[src/rtl/phase_error_detector.sv]
// phase_error_detector: edge-timing phase/frequency detector producing sign-magnitude phase error per reference period
module phase_error_detector #(
  parameter int inout_width = 8,
  parameter int sync_stages = 2,
  parameter int timeout = 1023,
  parameter int cnt_width = 10
) (
  input  logic                   clk,
  input  logic                   rstn,
  input  logic                   en,
  input  logic                   ref_in,
  input  logic                   fb_in,
  output logic [inout_width-1:0] phase_mag,
  output logic                   lead,
  output logic                   phase_valid,
  output logic                   slip
);
  typedef enum logic [1:0] {IDLE, REF_FIRST, FB_FIRST} state_t;
  localparam logic [cnt_width-1:0] mag_max = cnt_width'((1 << inout_width) - 1);
  localparam logic [cnt_width-1:0] cnt_limit = cnt_width'(timeout);
  localparam logic [cnt_width-1:0] one = cnt_width'(1);
  state_t state, state_n;
  logic [sync_stages-1:0] ref_sync, fb_sync;
  logic ref_d, fb_d, rise_ref, rise_fb;
  logic [cnt_width-1:0] cnt, cnt_n;
  logic first_ref, done, again;
  logic nv, nslip, nlead;
  logic [inout_width-1:0] nmag, sat_mag;
  logic res_v, res_slip, res_lead;
  logic [inout_width-1:0] res_mag;
  assign sat_mag = (cnt > mag_max) ? '1 : cnt[inout_width-1:0];
  assign first_ref = state == REF_FIRST;
  assign done = first_ref ? rise_fb : rise_ref;
  assign again = first_ref ? rise_ref : rise_fb;
  // synchronizers and rise detectors keep running even when disabled, so no false rise on re-enable
  always_ff @(posedge clk)
    if (rstn) begin
      ref_sync <= '0;
      fb_sync <= '0;
      ref_d <= 1'b0;
      fb_d <= 1'b0;
      rise_ref <= 1'b0;
      rise_fb <= 1'b0;
    end else begin
      ref_sync <= {ref_sync[sync_stages-2:0], ref_in};
      fb_sync <= {fb_sync[sync_stages-2:0], fb_in};
      ref_d <= ref_sync[sync_stages-1];
      fb_d <= fb_sync[sync_stages-1];
      rise_ref <= ref_sync[sync_stages-1] & ~ref_d;
      rise_fb <= fb_sync[sync_stages-1] & ~fb_d;
    end
  // measurement FSM: completing edge beats slip, slip beats timeout
  always_comb begin
    state_n = state;
    cnt_n = cnt;
    nv = 1'b0;
    nslip = 1'b0;
    nlead = res_lead;
    nmag = sat_mag;
    if (!en) begin
      state_n = IDLE;
      cnt_n = '0;
    end else if (state == IDLE) begin
      if (rise_ref && rise_fb) begin
        nv = 1'b1;
        nmag = '0;
      end else if (rise_ref || rise_fb) begin
        state_n = rise_ref ? REF_FIRST : FB_FIRST;
        cnt_n = one;
      end
    end else begin
      nlead = ~first_ref;
      if (done) begin
        nv = 1'b1;
        state_n = IDLE;
        cnt_n = '0;
      end else if (again) begin
        nv = 1'b1;
        nslip = 1'b1;
        nmag = '1;
        cnt_n = one;
      end else if (cnt == cnt_limit) begin
        nv = 1'b1;
        nslip = 1'b1;
        nmag = '1;
        state_n = IDLE;
        cnt_n = '0;
      end else cnt_n = cnt + one;
    end
  end
  // FSM state and interval counter
  always_ff @(posedge clk)
    if (rstn) begin
      state <= IDLE;
      cnt <= '0;
    end else begin
      state <= state_n;
      cnt <= cnt_n;
    end
  // result stage; res_lead also remembers the last lead for simultaneous edges
  always_ff @(posedge clk)
    if (rstn) begin
      res_v <= 1'b0;
      res_slip <= 1'b0;
      res_lead <= 1'b0;
      res_mag <= '0;
    end else begin
      res_v <= nv;
      res_slip <= nv & nslip;
      if (nv) begin
        res_mag <= nmag;
        res_lead <= nlead;
      end
    end
  // output registers: magnitude and lead hold between results, valid and slip pulse
  always_ff @(posedge clk)
    if (rstn) begin
      phase_valid <= 1'b0;
      slip <= 1'b0;
      phase_mag <= '0;
      lead <= 1'b0;
    end else begin
      phase_valid <= en & res_v;
      slip <= en & res_v & res_slip;
      if (en && res_v) begin
        phase_mag <= res_mag;
        lead <= res_lead;
      end
    end
endmodule

[config.mk]
export PLATFORM = sky130hd
export DESIGN_NAME = phase_error_detector
export DESIGN_NICKNAME = d
export VERILOG_FILES = /design/src/rtl/phase_error_detector.sv
export SDC_FILE = /design/constraint.sdc
export NUM_CORES = 1
export LEC_CHECK = 0
export ABC_AREA = 1
export CAP_MARGIN = 5
export CORE_ASPECT_RATIO = 0.6
export CORE_MARGIN = 4
export CORE_UTILIZATION = 55
export CTS_CLUSTER_SIZE = 20
export DETAILED_ROUTE_END_ITERATION = 8
export MAX_ROUTING_LAYER = met4
export PLACE_DENSITY = 0.75
export SETUP_SLACK_MARGIN = 0.2
export SLEW_MARGIN = 20
export SYNTH_ARGS = -nofsm -noshare
export SYNTH_HDL_FRONTEND = slang
export SYNTH_SLANG_ARGS = --single-unit
[constraint.sdc]
create_clock -name clk -period 3 [get_ports clk]
set_clock_uncertainty 0.05 [all_clocks]
set_input_delay 0.9 -clock clk [delete_from_list [all_inputs] [get_ports clk]]
set_output_delay 0.9 -clock clk [all_outputs]
set_load 0.01 [all_outputs]
# ---- Yosys cells after proc, flatten, opt, wreduce, memory -nomap -nowiden
# Index checks and enable logic that the tools add are counted.
# Widths: inputs -> output; s select.
dict set report word_totals {
  register_bits 42
  latch_bits 0
  ram_bits 0
  rom_bits 0
  in_bits 5
  output_inout_bits 11
  elab_cells 73
  mem_count 0
}
dict set report op_classes {
  n_addsub 1
  multipliers 0
  div_mod_pow 0
  magnitude_cmp 1
  n_eq_ne 5
  n_shift 0
  muxes 31
  bitwise_logic 10
  reduce_logical 9
}
# op count
set ops {}
lappend ops {{$mux 10} 6}
lappend ops {{$mux 8} 7}
lappend ops {{$mux 2} 7}
lappend ops {{$mux 1} 11}
lappend ops {{$add 10x1->10 const B} 1}
lappend ops {{$eq 10x10->1 const B} 1}
lappend ops {{$gt 10x8->1 const B} 1}
lappend ops {{$and 1x1->1} 5}
lappend ops {{$not 1->1} 5}
lappend ops {{$reduce_and 4->1} 1}
lappend ops {{$ne 3x2->1 const B} 1}
lappend ops {{$reduce_and 3->1} 1}
lappend ops {{$reduce_bool 3->1} 1}
lappend ops {{$eq 2x1->1 const B} 1}
lappend ops {{$logic_and 1x1->1} 2}
lappend ops {{$logic_not 2->1} 1}
lappend ops {{$ne 2x1->1 const B} 1}
lappend ops {{$ne 2x2->1 const B} 1}
lappend ops {{$reduce_and 2->1} 1}
lappend ops {{$reduce_or 2->1} 1}
lappend ops {{$logic_or 1x1->1} 1}

# ---- Depth between registers and ports, before layout
# Gate-level depths: netlist (run 1).
dict set report logic_depth {
  word_depth 7
  depth_mapped 11
  ltp_nobuf 11
}

# ---- Worst setup path after synthesis (run 1)
# OpenSTA, ideal clock, no wires.
dict set report synth_timing {
  path_kind {in2reg}
  startpoint {input en}
  endpoint {register res_mag[0]}
  t_arrival_ns 1.487
  required_time_ns 2.837
  path_slack_ns 1.350
  cell_stages 7
  n_path_buf 0
  path_cell_list {inv_1 nor2_1 nand2_4 nand2_4 inv_4 nor2_1 nor2_1}
}
dict set report synth_via {
  elab_chain_cells 1
  word_cells_on_any_way 2
  cone_classes {mux: 2}
}
# element line_no
set synth_lines {}
lappend synth_lines {{start, declared} 10} ;# input logic en,
lappend synth_lines {{$mux 8 or $mux 1 (tied branches)} 60} ;# if (!en) begin
lappend synth_lines {{end signal, assigned} 111} ;# res_mag <= nmag;
lappend synth_lines {{end, declared} 30} ;# logic [inout_width-1:0] res_mag;
# Several ways; a longest one is shown, not always the timed one.
# A chain may end at the register's enable or synchronous reset.

# ---- Worst setup path in the final report (run 1)
dict set report layout_timing {
  startpoint {input en}
  endpoint {register cnt[8]}
}
dict set report layout_via {
  elab_chain_cells 2
}
# element line_no
set layout_lines {}
lappend layout_lines {{$not 1->1 (no line)} n/a}
lappend layout_lines {{$reduce_or 2->1 (no line)} n/a}
lappend layout_lines {{end signal, assigned} 98} ;# cnt <= cnt_n;
lappend layout_lines {{end, declared} 25} ;# logic [cnt_width-1:0] cnt, cnt_n;
# No other way between the ends.

==> results of run 1 <==
## cell families (layout without fill, tap and decap cells)
| logic type | count (synthesis) | in the layout | share of synthesized area, % |
|---|---|---|---|
| buffers and inverters | 39 | 58 | 8.22 |
| flip-flops | 42 | 42 | 43.5 |
| AO/OA/AOI/OAI | 31 | 31 | 8.15 |
| adder cells (fa/ha/maj) | 1 | 1 | 0.647 |
| AND/OR/NAND/NOR | 162 | 162 | 39.5 |
## metal layers
layer / share of wire, % / GRT usage (%) / up-vias
li1: - / - / 907
met1: 53 / 26.3 / 754
met2: 40 / 28.4 / 35
met3: 5.2 / 5.50 / 7
met4: 1.5 / 7.89 / 0
met5: 0 / - / -
## power by group through the flow
stage / logic, uW / registers, uW / clock network, uW
2_1_floorplan: 71.2 / 586 / 0
4_1_cts: 97.6 / 574 / 389
5_1_grt: 110 / 575 / 416
3_5_place_dp: 97.1 / 587 / 0
6_report: 97.9 / 574 / 385
3_3_place_gp: 95.8 / 587 / 0
## layout by cell type, fill, tap and decap left out, drive strengths merged
cell type / synthesis / routed
a21oi: 12 / 12
buf: 3 / 2
clkbuf: 3 / 6
clkdlybuf4s50: 0 / 15
clkinv: 3 / 4
clkinvlp: 0 / 1
dfxtp: 42 / 42
ha: 1 / 1
inv: 30 / 30
nand2: 61 / 61
nand3: 12 / 12
nand3b: 7 / 7
nand4: 6 / 6
nor2: 66 / 66
nor3: 9 / 9
o21a: 1 / 1
o21ai: 18 / 18
or2: 1 / 1
## synth_stat cells
cell type,count
inv_4,1
nand2_1,54
nand3b_1,7
nand2_2,4
nand2_4,3
dfxtp_1,42
inv_2,2
a21oi_1,12
nor2_8,1
o21a_1,1
nand4_1,6
nor2_2,2
clkinv_1,3
nand3_1,10
or2_2,1
o21ai_0,18
inv_1,27
nand3_4,2
buf_2,2
nor3_1,9
buf_6,1
ha_1,1
nor2_4,1
nor2_1,62
clkbuf_1,3
## stage by stage
step,cells,utilization [%],hold WS (ns)
CTS,339,66.8,0.345
detailed placement,331,63.9,0.333
global route,339,66.8,0.351
global placement,331,63.9,0.329
finish,339,66.8,0.344
floorplan,275,-,0.324
## layout make-up
| type | count | area, sq um |
|---|---|---|
| tap | 45 | 56.3 |
| multi-input combinational | 194 | 935 |
| sequential | 42 | 841 |
| timing repair buffer | 17 | 165 |
| clock inverter | 2 | 12.5 |
| clock buffer | 6 | 82.6 |
| inverter | 33 | 126 |
| fill | 298 | 1100 |
## state kept, by name (all words and copies together), names as in the netlist, 2 cells and up
register,count
ref_sync,2
res_mag,8
fb_sync,2
phase_mag,8
state,2
cnt,10
## worst paths after layout
check                                  to  slack [ns]
setup reg to reg  res_mag[6]$_SDFFE_PP0P_        1.13
hold / removal         rise_fb$_SDFF_PP0_        0.34
hold reg to reg        rise_fb$_SDFF_PP0_        0.34
setup / recovery      cnt[8]$_SDFFE_PP0P_        0.77
==> summary.txt, run 1 <==
Power and ir drop
  • Reg power frac: 54.3%
  • NetSw: about 270 uW
  • Clock share of power: 36.4%
  • Tot Pwr: between 1000 and 1500 uW
  • Max rail drop VDD: 0.000309 V
  • Switching share of power: 25.9%
  • Leak pwr: 0.000997 uW
  • PD cells: 476 mW/mm^2
  • Comb pwr share: 9.3%
  • Int Pwr: 783 uW

Routing
  • Final wirelength: 3920 microns
  • Post-route DRC: 0
  • DRT iter0 DRCs: around 150
  • Drt first pass iters: 4
  • Drt wl/cell: 11.6 microns
  • DR vias/cell: approximately 5
  • Antenna Nets Post-Route: 0
  • Vias: between 1500 and 2000

Worst setup path
  • CP Launch Type: primary input
  • CP Max Fanout: 9
  • Slowest-stage cell, CP: clkdlybuf4s50_1
  • Crit path cell chain: clkdlybuf4s50_1 > inv_1 > nor2_1 > clkinv_1 > nor3_1
  • Buffer and inverter count on the worst path: 3
  • Critical Path Sink Type: flip-flop
  • Slowest stage delay, CP: 0.56 ns
  • CP Class: primary input to flip-flop
  • FF-to-FF Start: cnt[0]$_SDFFE_PP0P_
  • Critical Path AT: 2.40 ns
  • Reg2reg path depth: 10
  • Delay-heaviest family, CP: buffers and inverters
  • Instance count on the critical path: 5
  • Critical Path RT: about 3.2 ns
  • Worst Setup SP: en

Clock network
  • CTS max path bufs: 2
  • CTS tree: done
  • Count of clock tree sinks: 42
  • CTS Hold Bufs: 0
  • Post_cts resized: 0
  • CTS root buf: clkbuf_8
  • Post-CTS Setup Bufs: 0
  • CTS clk-pin slew, worst paths: roughly 0.09 ns
  • Worst-Skew Late Latency: 0.30 ns
  • H-tree Lvls: 2
  • CTS Buf Count: 5

Finish
  • Net total in the final layout: 299
  • ANT cells: 0
  • Final instance area: between 0.002 and 0.0025 sq mm
  • Area Growth Syn to Fin: 14.7%
  • Fraction of layout cells with a size suffix above 1: a little under a tenth

Placement
  • DP Worst Slack: approximately 0.5 ns
  • Post-DP HPWL: roughly 3000 microns
  • Dpl cell area: 0.00212 sq mm
  • IO buf count: 15
  • Gpl congestion: 0.915

Job
  • # Max-Cap Violations: 0

Global routing
  • Vias in the first global route: 1446
  • All-layer global routing usage: about a fifth
  • First-pass GRT wire length: 6640 microns
  • Largest net degree at the start of global routing: 18
  • Total global routing overflow: 0
  • Antenna violations before repair: 0

Synthesis
  • Warnings, synthesis: 0
  • Share of the synthesized area in the top cell type: 43.5%
  • Synth cell types: 25
  • Leading area contributor after synthesis: dfxtp_1
  • Cell Area, Synth: 0.00193 sq mm
  • Sequential share of the synthesized area: 43.5%
  • Top area cells in the synthesized netlist: dfxtp_1 43%, nor2_1 12%, nand2_1 10%
  • Post-Syn Instances: 275
  • Post-Syn Nets: 281
  • Avg Inst Size Synth: about 7 sq um
  • Flops & latches, synth: 42

Floorplanning
  • IO Pins: 16
  • Die height: 53.9 microns
  • Die area: 0.00456 sq mm
  • Site row count: 16
  • Initial core utilization: 58.2%
  • Die width: 84.6 microns
  • Core Box Area: 0.00332 sq mm

Timing
  • Setup TNS: 0 ns
  • Slew HR: 71.3%
  • Final worst slack: 0.771 ns
  • Fin crit period: 2.23 ns
  • RSZ-0062 raised after global routing: false
  • Final hold vios: 0
  • Final setup viols: 0
  • Tcrit/Tclk final: about 74%
  • Fmax: 449 MHz
  • Slew Limit Fails: 0
  • Slew @ Worst Pin: 0.430 ns

Min path
  • Hold depth: 1
  • Worst Hold Class: flip-flop to flip-flop
  • Hold Startpoint: fb_d$_SDFF_PP0_

Status
  • Outcome: completed
Note: power is estimated with default switching activity, not from simulation.
==> run 2: changes to the inputs <==
==> constraint.sdc (replaced) <==
create_clock -name clk -period 2.3 [get_ports clk]
set_clock_uncertainty 0.05 [all_clocks]
set_input_delay 0.69 -clock clk [delete_from_list [all_inputs] [get_ports clk]]
set_output_delay 0.69 -clock clk [all_outputs]
set_load 0.01 [all_outputs]
==> run 2 against run 1 <==
Sequential cell count stayed put. Critical path depth down 4. Worst setup slack worse by 0.38 ns. Clock power up 29%. Total power rose by 30%. Via count rose by 1.1%. Die area is the same. First-iteration DRC count fell by 23%. Critical path type is now flip-flop to primary output. Global-route usage shrank 0.27 points. Combinational power grew 34%. Clock-buffer cell count unchanged.
==> summary.txt, run 2 (synthesized netlist as in run 1, its figures left out) <==
Status
  • Outcome: completed

Power and ir drop
  • Int Pwr: 1020 uW
  • Max rail drop VDD: about 0.0005 V
  • NetSw: 349 uW
  • Comb pwr share: 9.5%
  • Reg power frac: 54.4%
  • Switching share of power: 25.4%
  • Clock share of power: 36.1%
  • Leak pwr: slightly above 0.001 uW
  • PD cells: 614 mW/mm^2

Finish
  • Net total in the final layout: 301
  • Biggest register: cnt
  • Max reg flops: 10
  • Final instance area: 0.00223 sq mm
  • Area Growth Syn to Fin: 15.5%
  • Most common cell after layout, fill and taps aside: nor2_1
  • Largest registers: cnt (10), phase_mag (8), res_mag (8)
  • ANT cells: 0
  • Fraction of layout cells with a size suffix above 1: approximately a tenth
  • Most frequent cells in the layout: 62 x nor2_1, 54 x nand2_1, 42 x dfxtp_1

Placement
  • Dpl cell area: 0.00214 sq mm
  • Post-DP HPWL: 2860 microns
  • Gpl congestion: roughly 0.92
  • IO buf count: 15

Floorplanning
  • Die height: roughly 54 microns
  • Die width: 84.6 microns
  • Core Box Area: between 0.003 and 0.004 sq mm
  • IO Pins: 16
  • Initial core utilization: 58.2%
  • Site row count: 16
  • Die area: 0.00456 sq mm

Global routing
  • Largest net degree at the start of global routing: 18
  • All-layer global routing usage: 19.5%
  • First-pass GRT wire length: between 6000 and 7000 microns
  • Vias in the first global route: about 1500
  • Total global routing overflow: 0
  • Antenna violations before repair: 0

Worst setup path
  • CP Max Fanout: 2
  • Slowest stage delay, CP: 0.54 ns
  • Buffer and inverter count on the worst path: 1
  • R2R setup slack: ~0.59 ns
  • Crit path cell chain: clkdlybuf4s50_1
  • Critical Path Sink Type: primary output
  • CP Launch Type: flip-flop
  • FF-to-FF Start: cnt[1]$_SDFFE_PP0P_
  • Critical Path AT: 1.17 ns
  • Critical Path RT: 1.56 ns
  • CP Class: flip-flop to primary output
  • Slowest-stage cell, CP: clkdlybuf4s50_1
  • Delay-heaviest family, CP: buffers and inverters
  • Reg2reg path depth: 10
  • RR Endpoint: res_mag[6]$_SDFFE_PP0P_

Timing
  • Final hold vios: 0
  • RSZ-0062 raised after global routing: false
  • Slew @ Worst Pin: 0.407 ns
  • Slew HR: 72.9%
  • Fmax: 524 MHz
  • Slew Limit Fails: 0
  • Setup TNS: 0 ns
  • Fin crit period: 1.91 ns
  • Final setup viols: 0
  • Tcrit/Tclk final: 83.0%

Routing
  • Drt wl/cell: 11.0 microns
  • Antenna Nets Post-Route: 0
  • Vias: around 1700
  • DRT iter0 DRCs: 115
  • Post-route DRC: 0
  • DR vias/cell: 5.05
  • Final wirelength: 3750 microns
  • Drt first pass iters: 5

Clock network
  • CTS max path bufs: 2
  • CTS tree: done
  • CTS Buf Count: 5
  • H-tree Lvls: 2
  • Post-CTS Setup Bufs: 0
  • Count of clock tree sinks: 42
  • Worst-Skew Late Latency: roughly 0.29 ns
  • CTS clk-pin slew, worst paths: around 0.080 ns
  • CTS root buf: clkbuf_8
  • CTS Hold Bufs: 0
  • Post_cts resized: 0

Min path
  • Hold Path End: rise_ref$_SDFF_PP0_
  • Hold depth: 1
  • Hold Startpoint: ref_d$_SDFF_PP0_
  • Worst Hold Class: flip-flop to flip-flop

Job
  • # Max-Cap Violations: 0
run 2: cell type report:
type / count / area (sq um)
Sequential cell: 42 / 841
Fill cell: 315 / 1090
Timing Repair Buffer: 19 / 180
Clock buffer: 6 / 82.6
Tap cell: 45 / 56.3
Clock inverter: 2 / 12.5
Inverter: 33 / 126
Multi-Input combinational cell: 194 / 935
run 2: through the flow:
step | hold slack, ns | util [%] | worst slack, ns | std cells | total power, uW
after floorplan | 0.324 | - | 0.824 | 275 | 857
after global placement | 0.330 | 64.3 | 0.184 | 333 | 893
after detailed placement | 0.334 | 64.3 | 0.130 | 333 | 894
after CTS | 0.341 | 67.2 | 0.375 | 341 | 1380
after global routing | 0.363 | 67.2 | 0.323 | 341 | 1450
final | 0.338 | 67.2 | 0.392 | 341 | 1370
run 2: worst max-delay path by stage:
stage,from,to,slack [ns],cells past startpoint
finish,phase_mag[5]$_SDFFE_PP0P_,phase_mag[5],0.39,1
global route,en,res_mag[5]$_SDFFE_PP0P_,0.32,8
floorplan,cnt[0]$_SDFFE_PP0P_,res_mag[0]$_SDFFE_PP0P_,0.82,10
CTS,phase_mag[4]$_SDFFE_PP0P_,phase_mag[4],0.37,1
global placement,en,res_mag[6]$_SDFFE_PP0P_,0.18,8
detailed placement,en,res_mag[6]$_SDFFE_PP0P_,0.13,8
run 2: routing by layer:
metal | vias to the layer above | wire, microns | GRT usage (%) | part of all wire, %
met2 | 55 | 1510 | 27.4 | 40
met3 | 6 | 238 | 7.03 | 6.4
met1 | 751 | 1950 | 25.9 | 52
li1 | 910 | - | - | -
met5 | - | 0 | - | 0
met4 | 0 | 46 | 6.58 | 1.2
run 2: power by group through the flow:
stage,Clock (uW),Combinational (uW),Sequential (uW)
global placement,0,129,764
CTS,507,131,746
detailed placement,0,130,764
global route,549,149,748
finish,495,131,746
floorplan,0,92.8,764
==> run 3: changes to the inputs <==
--- a/config.mk
+++ b/config.mk
@@ -9,11 +9,11 @@
 export CAP_MARGIN = 5
 export CORE_ASPECT_RATIO = 0.6
 export CORE_MARGIN = 4
-export CORE_UTILIZATION = 55
+export CORE_UTILIZATION = 51
 export CTS_CLUSTER_SIZE = 20
 export DETAILED_ROUTE_END_ITERATION = 8
 export MAX_ROUTING_LAYER = met4
-export PLACE_DENSITY = 0.75
+export PLACE_DENSITY = 0.73
 export SETUP_SLACK_MARGIN = 0.2
 export SLEW_MARGIN = 20
 export SYNTH_ARGS = -nofsm -noshare
==> constraint.sdc (replaced) <==
create_clock -name clk -period 1.7 [get_ports clk]
set_clock_uncertainty 0.05 [all_clocks]
set_input_delay 0.51 -clock clk [delete_from_list [all_inputs] [get_ports clk]]
set_output_delay 0.51 -clock clk [all_outputs]
set_load 0.01 [all_outputs]
==> run 3 against run 2 <==
Utilization is 4.0 points higher. Sequential cell count stayed put. Final area is 17% higher. Non-clock buffer count is 16 higher. Worst setup slack worse by 0.16 ns. Critical path depth is 7 higher. First-iteration DRC count is 43% higher. Critical endpoint is now cnt[7]$_SDFFE_PP0P_.
==> summary.txt, run 3 (synthesized netlist as in run 1, its figures left out) <==
Routing
  • Final wirelength: 5020 microns
  • Antenna Nets Post-Route: 0
  • Vias: 1866
  • DRT iter0 DRCs: 164
  • Drt first pass iters: 4
  • Drt wl/cell: 13.9 microns
  • DR vias/cell: between 5 and 6
  • Post-route DRC: 0

Min path
  • Hold depth: 1
  • Worst Hold Class: flip-flop to flip-flop

Timing
  • RSZ-0062 raised after global routing: true
  • Final setup viols: 0
  • Slew @ Worst Pin: roughly 0.37 ns
  • Final hold vios: 0
  • Slew HR: 75.2%
  • Final worst slack: 0.235 ns
  • Fin crit period: approximately 1.5 ns
  • Slew Limit Fails: 0
  • Setup TNS: 0 ns
  • Tcrit/Tclk final: 86.2%
  • Fmax: roughly 680 MHz

Finish
  • Area of the multi-input gates: 0.00111 sq mm
  • ANT cells: 0
  • Most common cell after layout, fill and taps aside: nand2_1
  • Biggest register: cnt
  • Max reg flops: 10
  • Fraction of layout cells with a size suffix above 1: 27.0%
  • Fill cells: 299
  • Register area: 857 sq um
  • Area Growth Syn to Fin: 34.7%
  • Most frequent cells in the layout: 52 x nand2_1, 47 x nor2_1, 35 x dfxtp_1
  • Largest registers: cnt (10), phase_mag (8), res_mag (8)
  • Net total in the final layout: 320

Worst setup path
  • Crit path cell chain: ha_4 > nand2_4 > nor2_4 > nand3_4 > nand3_4 > clkinvlp_4 > nand4_1 > a21oi_1
  • Critical Path Sink Type: flip-flop
  • CP Launch Type: flip-flop
  • Critical Path AT: 1.61 ns
  • Slowest stage delay, CP: 0.38 ns
  • Buffer and inverter count on the worst path: 1
  • Instance count on the critical path: 8
  • Reg2reg path depth: 8
  • Slowest-stage cell, CP: dfxtp_4
  • Most used cell, CP: nand3_4
  • Critical Path RT: 1.84 ns
  • Delay-heaviest family, CP: simple AND/OR/NAND/NOR gates
  • CP Max Fanout: 6
  • CP Class: flip-flop to flip-flop

Power and ir drop
  • PD cells: 760 mW/mm^2
  • Max rail drop VDD: between 0.0004 and 0.0005 V
  • Leak pwr: 0.00115 uW

Job
  • # Max-Cap Violations: 0

Global routing
  • First-pass GRT wire length: approximately 7800 microns
  • All-layer global routing usage: 20.8%
  • Vias in the first global route: approximately 1700
  • Antenna violations before repair: 0
  • Total global routing overflow: 0
  • Largest net degree at the start of global routing: 18

Floorplanning
  • Die height: 55.7 microns
  • Die area: 0.00487 sq mm
  • Die width: 87.5 microns
  • Initial core utilization: 52.9%
  • Core Box Area: ~0.0037 sq mm
  • Site row count: 17
  • IO Pins: 16

Clock network
  • CTS Hold Bufs: 0
  • CTS Buf Count: 5
  • CTS root buf: clkbuf_8
  • CTS clk-pin slew, worst paths: 0.08 ns
  • CTS tree: done
  • Worst-Skew Late Latency: 0.30 ns
  • H-tree Lvls: 2
  • CTS max path bufs: 2
  • Count of clock tree sinks: 42

Placement
  • IO buf count: 15
  • Gpl congestion: ~0.95
  • DP Worst Slack: -0.204 ns
  • Post-DP HPWL: 3110 microns

Status
  • Outcome: completed
run 3: cell count changes in the layout (fill, tap and decap cells not counted), sizes merged:
cell           before  now
clkinvlp            1    4
clkdlybuf4s50      15    2
dlymetal6s2s        0    2
clkdlybuf4s15       0    5
buf                 4   20
nand2              61   62
inv                30   28
dlygate4sd2         0    6
nand3              12   13
run 3: power breakdown:
group | total, uW | switching, uW | internal (uW) | leakage [uW]
Sequential | 1010 | 13.7 | 999 | 0.000344
Clock | 693 | 366 | 327 | 0.0000472
Combinational | 276 | 174 | 102 | 0.000759
Total | 1980 | 553 | 1430 | 0.00115
run 3: final cells by class:
| cell class | instances | share of cell area (%) |
|---|---|---|
| repair buffers | 35 | 12.7 |
| inverters | 33 | 5.43 |
| multi-input cells | 196 | 42.8 |
| clock buffers | 6 | 3.17 |
| flip-flops and latches | 42 | 32.9 |
| clock inverters | 2 | 0.480 |
| repair inverters | 1 | 0.288 |
| well taps | 47 | 2.26 |
run 3: final timing paths:
kind,startpoint,end,slack [ns]
setup / recovery,cnt[0]$_SDFFE_PP0P_,cnt[7]$_SDFFE_PP0P_,0.24
hold reg to reg,fb_d$_SDFF_PP0_,rise_fb$_SDFF_PP0_,0.35
setup reg to reg,cnt[0]$_SDFFE_PP0P_,cnt[7]$_SDFFE_PP0P_,0.24
hold / removal,fb_d$_SDFF_PP0_,rise_fb$_SDFF_PP0_,0.35
run 3: what timing repair did:
item,CTS,global route
setup buffers,2,6
resized for setup,34,52
endpoints found under the hold margin,0,0
endpoints found under the setup margin,40,36
gates cloned,1,2
pin swaps,6,16
run 3: routing by layer:
layer / share of wire, % / global-route usage [%] / wire [microns]
met3: 7.3 / 6.80 / 365
met1: 48 / 29.1 / 2420
met2: 43 / 28.8 / 2170
met4: 1.3 / 5.25 / 63
met5: 0 / - / 0
run 3: metrics by stage:
stage | util [%] | total power [uW] | hold WS (ns) | instance area, sq um | instances
2_1_floorplan | - | 1160 | 0.324 | 1930 | 275
3_3_place_gp | 60.2 | 1220 | 0.333 | 2200 | 343
3_5_place_dp | 60.2 | 1220 | 0.339 | 2200 | 343
4_1_cts | 65.4 | 1920 | 0.354 | 2390 | 354
5_1_grt | 71.2 | 2050 | 0.377 | 2610 | 362
6_report | 71.2 | 1980 | 0.349 | 2610 | 362
